--- src/rtl/fifo_top_gen_pkg.sv ---
// Shared types and constants for the FIFO traffic generator/checker.
`timescale 1ns/100ps
package fifo_top_gen_pkg;

  localparam int DEF_DATA_WIDTH = 8;
  localparam int DEF_ADDR_WIDTH = 3;

  // Fibonacci LFSR, polynomial x^16+x^14+x^13+x^11+1, shifting right.
  localparam logic [15:0] LFSR_SEED = 16'hACE1;
  localparam logic [15:0] LFSR_TAPS = 16'h002D;

  typedef enum logic [2:0] {
    RST_PULSE,
    FILL,
    DRAIN,
    MIX,
    FLUSH,
    DONE
  } gen_state_t;

  function automatic logic [15:0] lfsr_step(input logic [15:0] value);
    return {^(value & LFSR_TAPS), value[15:1]};
  endfunction

endpackage

--- src/rtl/fifo_ref_model.sv ---
// Reference queue mirroring the FIFO under test; pop_data is registered like the FIFO read port.
`timescale 1ns/100ps
module fifo_ref_model
  import fifo_top_gen_pkg::*;
#(
  parameter int DATA_WIDTH = DEF_DATA_WIDTH,
  parameter int ADDR_WIDTH = DEF_ADDR_WIDTH
) (
  input  logic                  clk,
  input  logic                  rst_n,
  input  logic                  clear,
  input  logic                  push,
  input  logic                  pop,
  input  logic [DATA_WIDTH-1:0] push_data,
  output logic [ADDR_WIDTH:0]   count,
  output logic [DATA_WIDTH-1:0] pop_data
);

  localparam int DEPTH = 2 ** ADDR_WIDTH;

  logic [DATA_WIDTH-1:0] mem [DEPTH];
  logic [ADDR_WIDTH-1:0] wr_ptr;
  logic [ADDR_WIDTH-1:0] rd_ptr;

  always_ff @(posedge clk) begin
    if (push) mem[wr_ptr] <= push_data;
  end

  always_ff @(posedge clk or negedge rst_n) begin
    if (!rst_n) begin
      wr_ptr   <= '0;
      rd_ptr   <= '0;
      count    <= '0;
      pop_data <= '0;
    end else if (clear) begin
      wr_ptr   <= '0;
      rd_ptr   <= '0;
      count    <= '0;
    end else begin
      if (push) wr_ptr <= wr_ptr + ADDR_WIDTH'(1);
      if (pop) begin
        rd_ptr   <= rd_ptr + ADDR_WIDTH'(1);
        pop_data <= mem[rd_ptr];
      end
      case ({push, pop})
        2'b10:   count <= count + (ADDR_WIDTH+1)'(1);
        2'b01:   count <= count - (ADDR_WIDTH+1)'(1);
        default: count <= count;
      endcase
    end
  end

endmodule

--- src/rtl/fifo_top_gen.sv ---
// Self-contained traffic generator and checker for a synchronous FIFO:
// resets it, fills, drains, runs LFSR-driven mixed traffic, flushes and reports pass/fail.
`timescale 1ns/100ps
module fifo_top_gen
  import fifo_top_gen_pkg::*;
#(
  parameter int DATA_WIDTH = DEF_DATA_WIDTH,
  parameter int ADDR_WIDTH = DEF_ADDR_WIDTH,
  parameter int MIX_CYCLES = 64
) (
  input  logic                  clk,
  input  logic                  rst_n,
  output logic                  rst,
  output logic                  wr_cs,
  output logic                  wr_en,
  output logic                  rd_cs,
  output logic                  rd_en,
  output logic [DATA_WIDTH-1:0] data_in,
  input  logic                  full,
  input  logic                  empty,
  input  logic [DATA_WIDTH-1:0] data_out,
  output logic                  done,
  output logic                  pass,
  output logic [7:0]            err_cnt
);

  localparam int DEPTH = 2 ** ADDR_WIDTH;
  localparam int MCW   = $clog2(MIX_CYCLES + 1);
  localparam logic [ADDR_WIDTH:0] CNT_FULL = (ADDR_WIDTH+1)'(DEPTH - 1);

  gen_state_t            state;
  gen_state_t            state_next;
  logic [1:0]            pulse_cnt;
  logic [MCW-1:0]        mix_cnt;
  logic [15:0]           lfsr;
  logic [DATA_WIDTH-1:0] wr_data;
  logic                  rd_q;
  logic                  wr;
  logic                  rd;
  logic [ADDR_WIDTH:0]   count;
  logic [DATA_WIDTH-1:0] pop_data;
  logic                  model_full;
  logic                  model_empty;
  logic [1:0]            miss;
  logic [8:0]            err_sum;

  fifo_ref_model #(
    .DATA_WIDTH(DATA_WIDTH),
    .ADDR_WIDTH(ADDR_WIDTH)
  ) u_model (
    .clk      (clk),
    .rst_n    (rst_n),
    .clear    (state == RST_PULSE),
    .push     (wr),
    .pop      (rd),
    .push_data(wr_data),
    .count    (count),
    .pop_data (pop_data)
  );

  assign model_full  = (count == CNT_FULL);
  assign model_empty = (count == '0);

  // Requests are gated by the model count, so the FIFO is never overrun or underrun.
  always_comb begin
    state_next = state;
    wr         = 1'b0;
    rd         = 1'b0;
    case (state)
      RST_PULSE: if (pulse_cnt == 2'd3) state_next = FILL;
      FILL:      if (model_full) state_next = DRAIN; else wr = 1'b1;
      DRAIN:     if (model_empty) state_next = MIX; else rd = 1'b1;
      MIX: begin
        wr = lfsr[0] & ~model_full;
        rd = lfsr[1] & ~model_empty;
        if (mix_cnt == MCW'(MIX_CYCLES - 1)) state_next = FLUSH;
      end
      FLUSH:     if (model_empty) state_next = DONE; else rd = 1'b1;
      DONE:      state_next = DONE;
      default:   state_next = RST_PULSE;
    endcase
  end

  assign rst     = (state == RST_PULSE);
  assign wr_cs   = wr;
  assign wr_en   = wr;
  assign rd_cs   = rd;
  assign rd_en   = rd;
  assign data_in = wr_data;
  assign done    = (state == DONE);
  assign pass    = done & (err_cnt == 8'h00);

  // Flags are compared against the count as it stood after the previous edge.
  assign miss    = {1'b0, rd_q & (data_out != pop_data)}
                 + {1'b0, full != model_full}
                 + {1'b0, empty != model_empty};
  assign err_sum = {1'b0, err_cnt} + {7'b0, miss};

  always_ff @(posedge clk or negedge rst_n) begin
    if (!rst_n) begin
      state     <= RST_PULSE;
      pulse_cnt <= '0;
      mix_cnt   <= '0;
      lfsr      <= LFSR_SEED;
      wr_data   <= '0;
      rd_q      <= 1'b0;
      err_cnt   <= '0;
    end else begin
      state <= state_next;
      rd_q  <= rd;
      if (state == RST_PULSE) pulse_cnt <= pulse_cnt + 2'd1;
      if (state == MIX) begin
        mix_cnt <= mix_cnt + MCW'(1);
        lfsr    <= lfsr_step(lfsr);
      end
      if (wr) wr_data <= wr_data + DATA_WIDTH'(1);
      if (state != RST_PULSE) err_cnt <= err_sum[8] ? 8'hFF : err_sum[7:0];
    end
  end

endmodule

--- config.mk ---
export PLATFORM = sky130hd
export DESIGN_NAME = fifo_top_gen
export DESIGN_NICKNAME = d
export VERILOG_FILES = /design/src/rtl/fifo_top_gen_pkg.sv /design/src/rtl/fifo_ref_model.sv /design/src/rtl/fifo_top_gen.sv
export SDC_FILE = /design/constraint.sdc
export NUM_CORES = 1
export LEC_CHECK = 0
export ABC_AREA = 1
export ABC_CLOCK_PERIOD_IN_PS = 3200
export BUFFER_PORTS_ARGS = -buffer_cell sky130_fd_sc_hd__clkbuf_2
export CORE_UTILIZATION = 59
export DETAILED_ROUTE_END_ITERATION = 16
export PLACE_DENSITY_LB_ADDON = 0.1
export SETUP_SLACK_MARGIN = 0.1
export SLEW_MARGIN = 20
export SYNTH_ARGS = -nofsm -noshare
export SYNTH_HDL_FRONTEND = slang
export SYNTH_HIERARCHICAL = 1
export SYNTH_SLANG_ARGS = --single-unit
--- constraint.sdc ---
create_clock -name clk -period 3.2 [get_ports clk]
set_clock_uncertainty 0.2 [all_clocks]
set_input_delay 0.48 -clock clk [delete_from_list [all_inputs] [get_ports clk]]
set_output_delay 0.48 -clock clk [all_outputs]
set_load 0.05 [all_outputs]
Yosys cells after proc, flatten, opt, wreduce, memory -nomap -nowiden
Memories as Yosys holds them, arrays and structs flattened. A register that Yosys moved wholly into a read port is not among the register bits.
Cells that the tools add are included.
{ "word_totals": {"n_memories": 1, "reg_bits": 55, "mem_bits_rw": 64} }
{ "mem_list": {"columns": ["memory", "depth", "word_bits", "rd", "rd_clocked_by_memory_dff", "wr", "line_no", "rtl"], "rows": [
  ["u_model.mem", 8, 8, 1, 1, 1, "fifo_ref_model.sv:21", "logic [DATA_WIDTH-1:0] mem [DEPTH];"]
]} }
{ "op_classes": {"muxes": 19, "n_reduce_logical": 12, "n_eq_ne": 18, "addsub": 10, "n_bitwise": 7} }
{ "op_table": {"columns": ["op", "count"], "rows": [
  ["$mux 3", 9],
  ["$pmux 3 s6", 1],
  ["$reduce_xor 16->1", 1],
  ["$add 8x2->9", 1],
  ["$add 8x1->8 const B", 1],
  ["$logic_not 8->1", 1],
  ["$mux 8", 1],
  ["$ne 2x2->1 const B", 4],
  ["$ne 8x8->1", 1],
  ["$pmux 4 s2", 1],
  ["$add 7x1->7 const B", 1],
  ["$eq 7x6->1 const B", 1],
  ["$add 3x1->3 const B", 2],
  ["$eq 3x2->1 const B", 2],
  ["$eq 3x3->1 const B", 2],
  ["$reduce_bool 3->1", 2],
  ["$reduce_and 5->1", 1],
  ["$add 4x1->4 const B", 1],
  ["$and 1x1->1", 4],
  ["$eq 2x2->1 const B", 2],
  ["$eq 4x3->1 const B", 1],
  ["$logic_not 4->1", 1],
  ["$mux 1", 4],
  ["$mux 4", 1],
  ["15 further kinds", 20]
]} }

Logic depth before layout (Yosys ltp)
{ "depth": {"depth_word": 7, "mapped_depth": 17, "ltp_nobuf": 16} }

Cells and area by module
The synthesis kept the hierarchy.
{ "modules_own_cells": {"columns": ["module", "area_each_um2", "instances", "cells_each"], "rows": [
  ["fifo_ref_model", 3535.9, 1, 310],
  ["fifo_top_gen", 2409.8, 1, 278]
]} }

Least setup slack after synthesis
OpenSTA, ideal clock, no wires.
{ "synth_timing": {"path_type": "flip-flop to flip-flop", "startpoint": "reg state[2]", "endpoint": "reg u_model.count[3]", "stages_incl_launch_ff": 17, "n_path_buf": 2, "synth_period_minus_slack_ns": 3.531, "slack_ns": -0.331, "required_ns": 2.882, "setup_time_ns": 0.118, "arrival_ns": 3.214, "path_cell_list": "dfrtp_1 > inv_2 > nand3_2 > inv_2 > buf_6 > nand2_1 > o21ai_0 > buf_6 > inv_4 > nor2_2 > ha_1 > nand2_1 > inv_1 > nand3_1 > nand3_1 > nand3_1 > nand2_1"} }
{ "synth_via": {"elab_chain_len": 6, "word_cells_on_any_way": 13, "classes_between": "eq/ne (6); mux (4); reduce/logical (3)"} }
{ "synth_lines": {"columns": ["item", "line_no", "rtl"], "rows": [
  ["from (decl)", "fifo_top_gen.sv:31", "gen_state_t state;"],
  ["from (signal assigned)", "fifo_top_gen.sv:109", "state <= state_next;"],
  ["$eq 3x3->1 / $eq 3x2->1 (equally long branches)", "fifo_top_gen.sv:69", "case (state)"],
  ["$reduce_or 2->1 (no line)", null, null],
  ["$pmux 1 s2 *", "fifo_top_gen.sv:69", null],
  ["net rd_cs", "fifo_top_gen.sv:16", "output logic rd_cs,"],
  ["$eq 2x1->1 / $eq 2x2->1 (equally long branches)", "fifo_ref_model.sv:45", "case ({push, pop})"],
  ["$pmux 4 s2", "fifo_ref_model.sv:45", null],
  ["$mux 4", "fifo_ref_model.sv:35", "end else if (clear) begin"],
  ["to (signal assigned)", "fifo_ref_model.sv:46", "2'b10: count <= count + (ADDR_WIDTH+1)'(1);"],
  ["to (signal assigned)", "fifo_ref_model.sv:47", "2'b01: count <= count - (ADDR_WIDTH+1)'(1);"],
  ["to (signal assigned)", "fifo_ref_model.sv:48", "default: count <= count;"],
  ["to (decl)", "fifo_ref_model.sv:15", "output logic [ADDR_WIDTH:0] count,"]
]} }
The timed path passes the listed nets; every way through them passes the cells marked *.
A chain may end at the register's enable or synchronous reset.

Worst setup path after layout
{ "layout_timing": {"startpoint": "reg state[2]", "endpoint": "out rd_en"} }
{ "layout_via": {"elab_chain_len": 3, "word_cells_on_any_way": 5, "classes_between": "eq/ne (3); mux (1); reduce/logical (1)"} }
{ "layout_lines": {"columns": ["item", "line_no", "rtl"], "rows": [
  ["$eq 3x3->1 / $eq 3x2->1 (equally long branches)", "fifo_top_gen.sv:69", null],
  ["$reduce_or 2->1 (no line)", null, null],
  ["$pmux 1 s2 *", "fifo_top_gen.sv:69", null],
  ["to (decl)", "fifo_top_gen.sv:17", "output logic rd_en,"]
]} }
Mark *: on every way between the ends. The rest lies on a longest branch, timed or not.

==> metrics.txt <==
Placed Cells incl. Taps=749; Post-Synth Adder-Cell Area=2.57%; crit end category=primary output; fillers=747; Util after Layout=69.6%; Top-Level Pins=35; MaxCap Viol Count=0; Power Dens Cells=594 mW/mm2; CP startpoint kind=register; CTS Buf Count=17; run status=finished, final reports clean; Worst-path clk slew=0.06 ns; Ys Warns=6; DR iter-0 viols=180; Layout area overhead=14.4%; routed vias/inst=5.26; initial core utilization=60.8%; layout cells sized above 1=17.7%; simple-gate share of the synthesized area=18.9%; fin cells=782; Static Leak=2.96 nW; final hold viol count=0; largest net degree at the start of global routing=68; post-synthesis xor/xnor area fraction=3.54%; Post-synth EDFFs=64; post-layout minimum cycle time=2.93 ns; CTS tree=yes; final setup fails=0; kind of critical path=register to primary output; htree depth=4; DRT Pass-1 Iters=4; port buffer count=34; Synth Net Count=611; peak supply drop=488 uV; Die H=102 um; core area=0.00977 mm2; DR WL/cell=14.8 um; Die Span X=102 um; post_cts resized=0; largest family of logic cells by synthesized area=simple AND/OR/NAND/NOR gates; number of global-route vias before repair=3944; count of pins over their slew limit=0; Required @ worst endpoint=2.52 ns; Worst Tran Pin Value=0.804 ns; Avg Cell Area, Syn=10.1 um2; Nets=659; synthesis-stage register bit count=127; Post-Route Setup TNS=0 ns; Final HPWL DP=7610 um; Syn Inst Count=588; post-synthesis sequential area ratio=59.0%; Longest Clk Path Bufs=2; cell area after synthesis=0.00595 mm2; initial antenna violation count=0; crit path max fanout=20; Yosys cell types=42; Max Freq=341 MHz; Clock Latency Late Sink=0.51 ns; Routed Antenna Nets=0; std cell rows=36; Via Count=4111; overall routing resource usage=25.0%; clk sink count=127; RSZ-0062 raised after global routing=false; DRC=0; Final Total Pwr=4.04 mW; R2R depth=12; slew margin rel.=46.4%; class of the worst hold path=register to register; ant diodes=0; global-route wire length before repair=19000 um; Final WS setup=0.266 ns; CTS Root Cell=clkbuf_8; gpl congestion=0.850; total gr overflow=0; async set-reset flop share out of synthesis=49.6%; Main synth FF type=edfxtp_1; Hold Path Cell Cnt=2; final wirelength=11600 um; Compound-Gate Fraction of Synth Area=8.21%; multiplexer share of the synthesized area=0%; DP Worst Slack=0.162 ns; Final Cycle Share=91.7%; CP arrival=2.25 ns; die footprint=0.0105 mm2
[final cells by class]
cell class	instances	area (um2)	area share, %
Sequential cell	127	3510	51.6
Multi-Input combinational cell	362	1970	29.0
Clock buffer	27	544	8.00
Inverter	79	299	4.40
Timing Repair Buffer	49	285	4.20
Tap cell	133	166	2.45
Clock inverter	5	25.0	0.368
[power breakdown]
part | switching, mW | internal (mW)
Clock | 0.646 | 1.14
Sequential | 0.0653 | 1.76
Combinational | 0.310 | 0.120
Total | 1.02 | 3.02
[cell families after synthesis]
group,Yosys count
xor gates and xnor gates,24
AOI/OAI and AO/OA,80
and+or+nand+nor,247
DFF,127
adders and majority gates,11
buffers and inverters,99
[cell usage after synthesis (all sizes together) (2+ instances only)]
cell type | n | area, um2
edfxtp | 64 | 1920
or2 | 4 | 25.0
nand2 | 136 | 518
o21ai | 41 | 220
nand4 | 4 | 25.0
nor2 | 45 | 214
dfstp | 8 | 210
nor3 | 4 | 31.3
fa | 2 | 40.0
ha | 9 | 113
dfrtp | 55 | 1380
xnor2 | 10 | 87.6
inv | 78 | 295
nand3 | 48 | 268
nand3b | 2 | 15.0
o211ai | 24 | 180
xor2 | 14 | 123
nor4 | 2 | 12.5
buf | 19 | 163
a21oi | 12 | 63.8
[worst max-delay path, stage by stage (launching register included)]
cell	delay (ns)
dfrtp_1	0.44
inv_2	0.13
nand3_2	0.09
inv_2	0.25
nand2_1	0.16
o21ai_1	0.16
buf_4	0.21
clkbuf_2	0.30
[what timing repair did]
item	4_1_cts	5_1_grt
endpoints found under the hold margin	55	0
hold buffers	1	0
buffers inserted	0	0
[per-stage QoR]
stage	hold slack, ns	cell area [um2]
floorplan	-0.0156	5950
global placement	0.266	6220
detailed placement	0.276	6220
CTS	0.287	6800
global route	0.287	6800
finish	0.295	6800
[cells in the final DEF, fill, tap and decap left out, types with 3 or more instances in the layout]
master	Yosys	routed
nor2_2	6	6
clkbuf_16	0	18
nand4_1	4	4
xor2_1	14	14
buf_4	2	14
nand2_2	3	3
dfrtp_1	55	55
nand2_1	133	133
nor3_1	3	3
dfstp_2	8	8
o21ai_2	4	4
nand3_1	44	44
o21ai_0	29	28
clkbuf_8	0	6
clkbuf_2	0	34
clkinv_2	0	5
inv_1	72	72
o21ai_1	8	9
ha_1	9	9
edfxtp_1	64	64
a21oi_1	11	11
nand3_2	3	3
o211ai_1	24	24
nor2_4	4	4
clkbuf_1	1	3
inv_2	5	5
xnor2_1	10	10
nor2_1	35	35
[sequential cells by signal, summed over array words and instances, names as in the netlist, 2 cells and up]
register / flops
lfsr: 16
data_in: 8
u_model/wr_ptr: 3
err_cnt: 8
u_model/pop_data: 8
u_model/rd_ptr: 3
pulse_cnt: 2
u_model/count: 4
mix_cnt: 7
state: 3
u_model/mem: 64
[per-layer routing]
| metal | routed length [um] | global-route usage, % | share of wire (%) |
|---|---|---|---|
| met5 | 0 | 0 | 0 |
| met4 | 206 | 8.24 | 1.8 |
| met3 | 623 | 7.73 | 5.4 |
| met2 | 5920 | 42.2 | 51 |
| met1 | 4830 | 30.5 | 42 |
[path summary, 6_finish.rpt]
path | from | endpoint | slack (ns)
worst max-delay path | state[2]$_DFFE_PN0P_ | rd_en | 0.27
worst min-delay path | lfsr[11]$_DFFE_PN1P_ | lfsr[11]$_DFFE_PN1P_ | 0.30
worst max register to register | u_model/pop_data[2]$_DFFE_PN0P_ | err_cnt[2]$_DFFE_PN0N_ | 0.35
worst min register to register | lfsr[11]$_DFFE_PN1P_ | lfsr[11]$_DFFE_PN1P_ | 0.30
max in group asynchronous | rst_n | state[1]$_DFFE_PN0P_ | 1.78
min in group asynchronous | rst_n | u_model/pop_data[3]$_DFFE_PN0P_ | 0.47
Power figures use the tool's default switching activity.
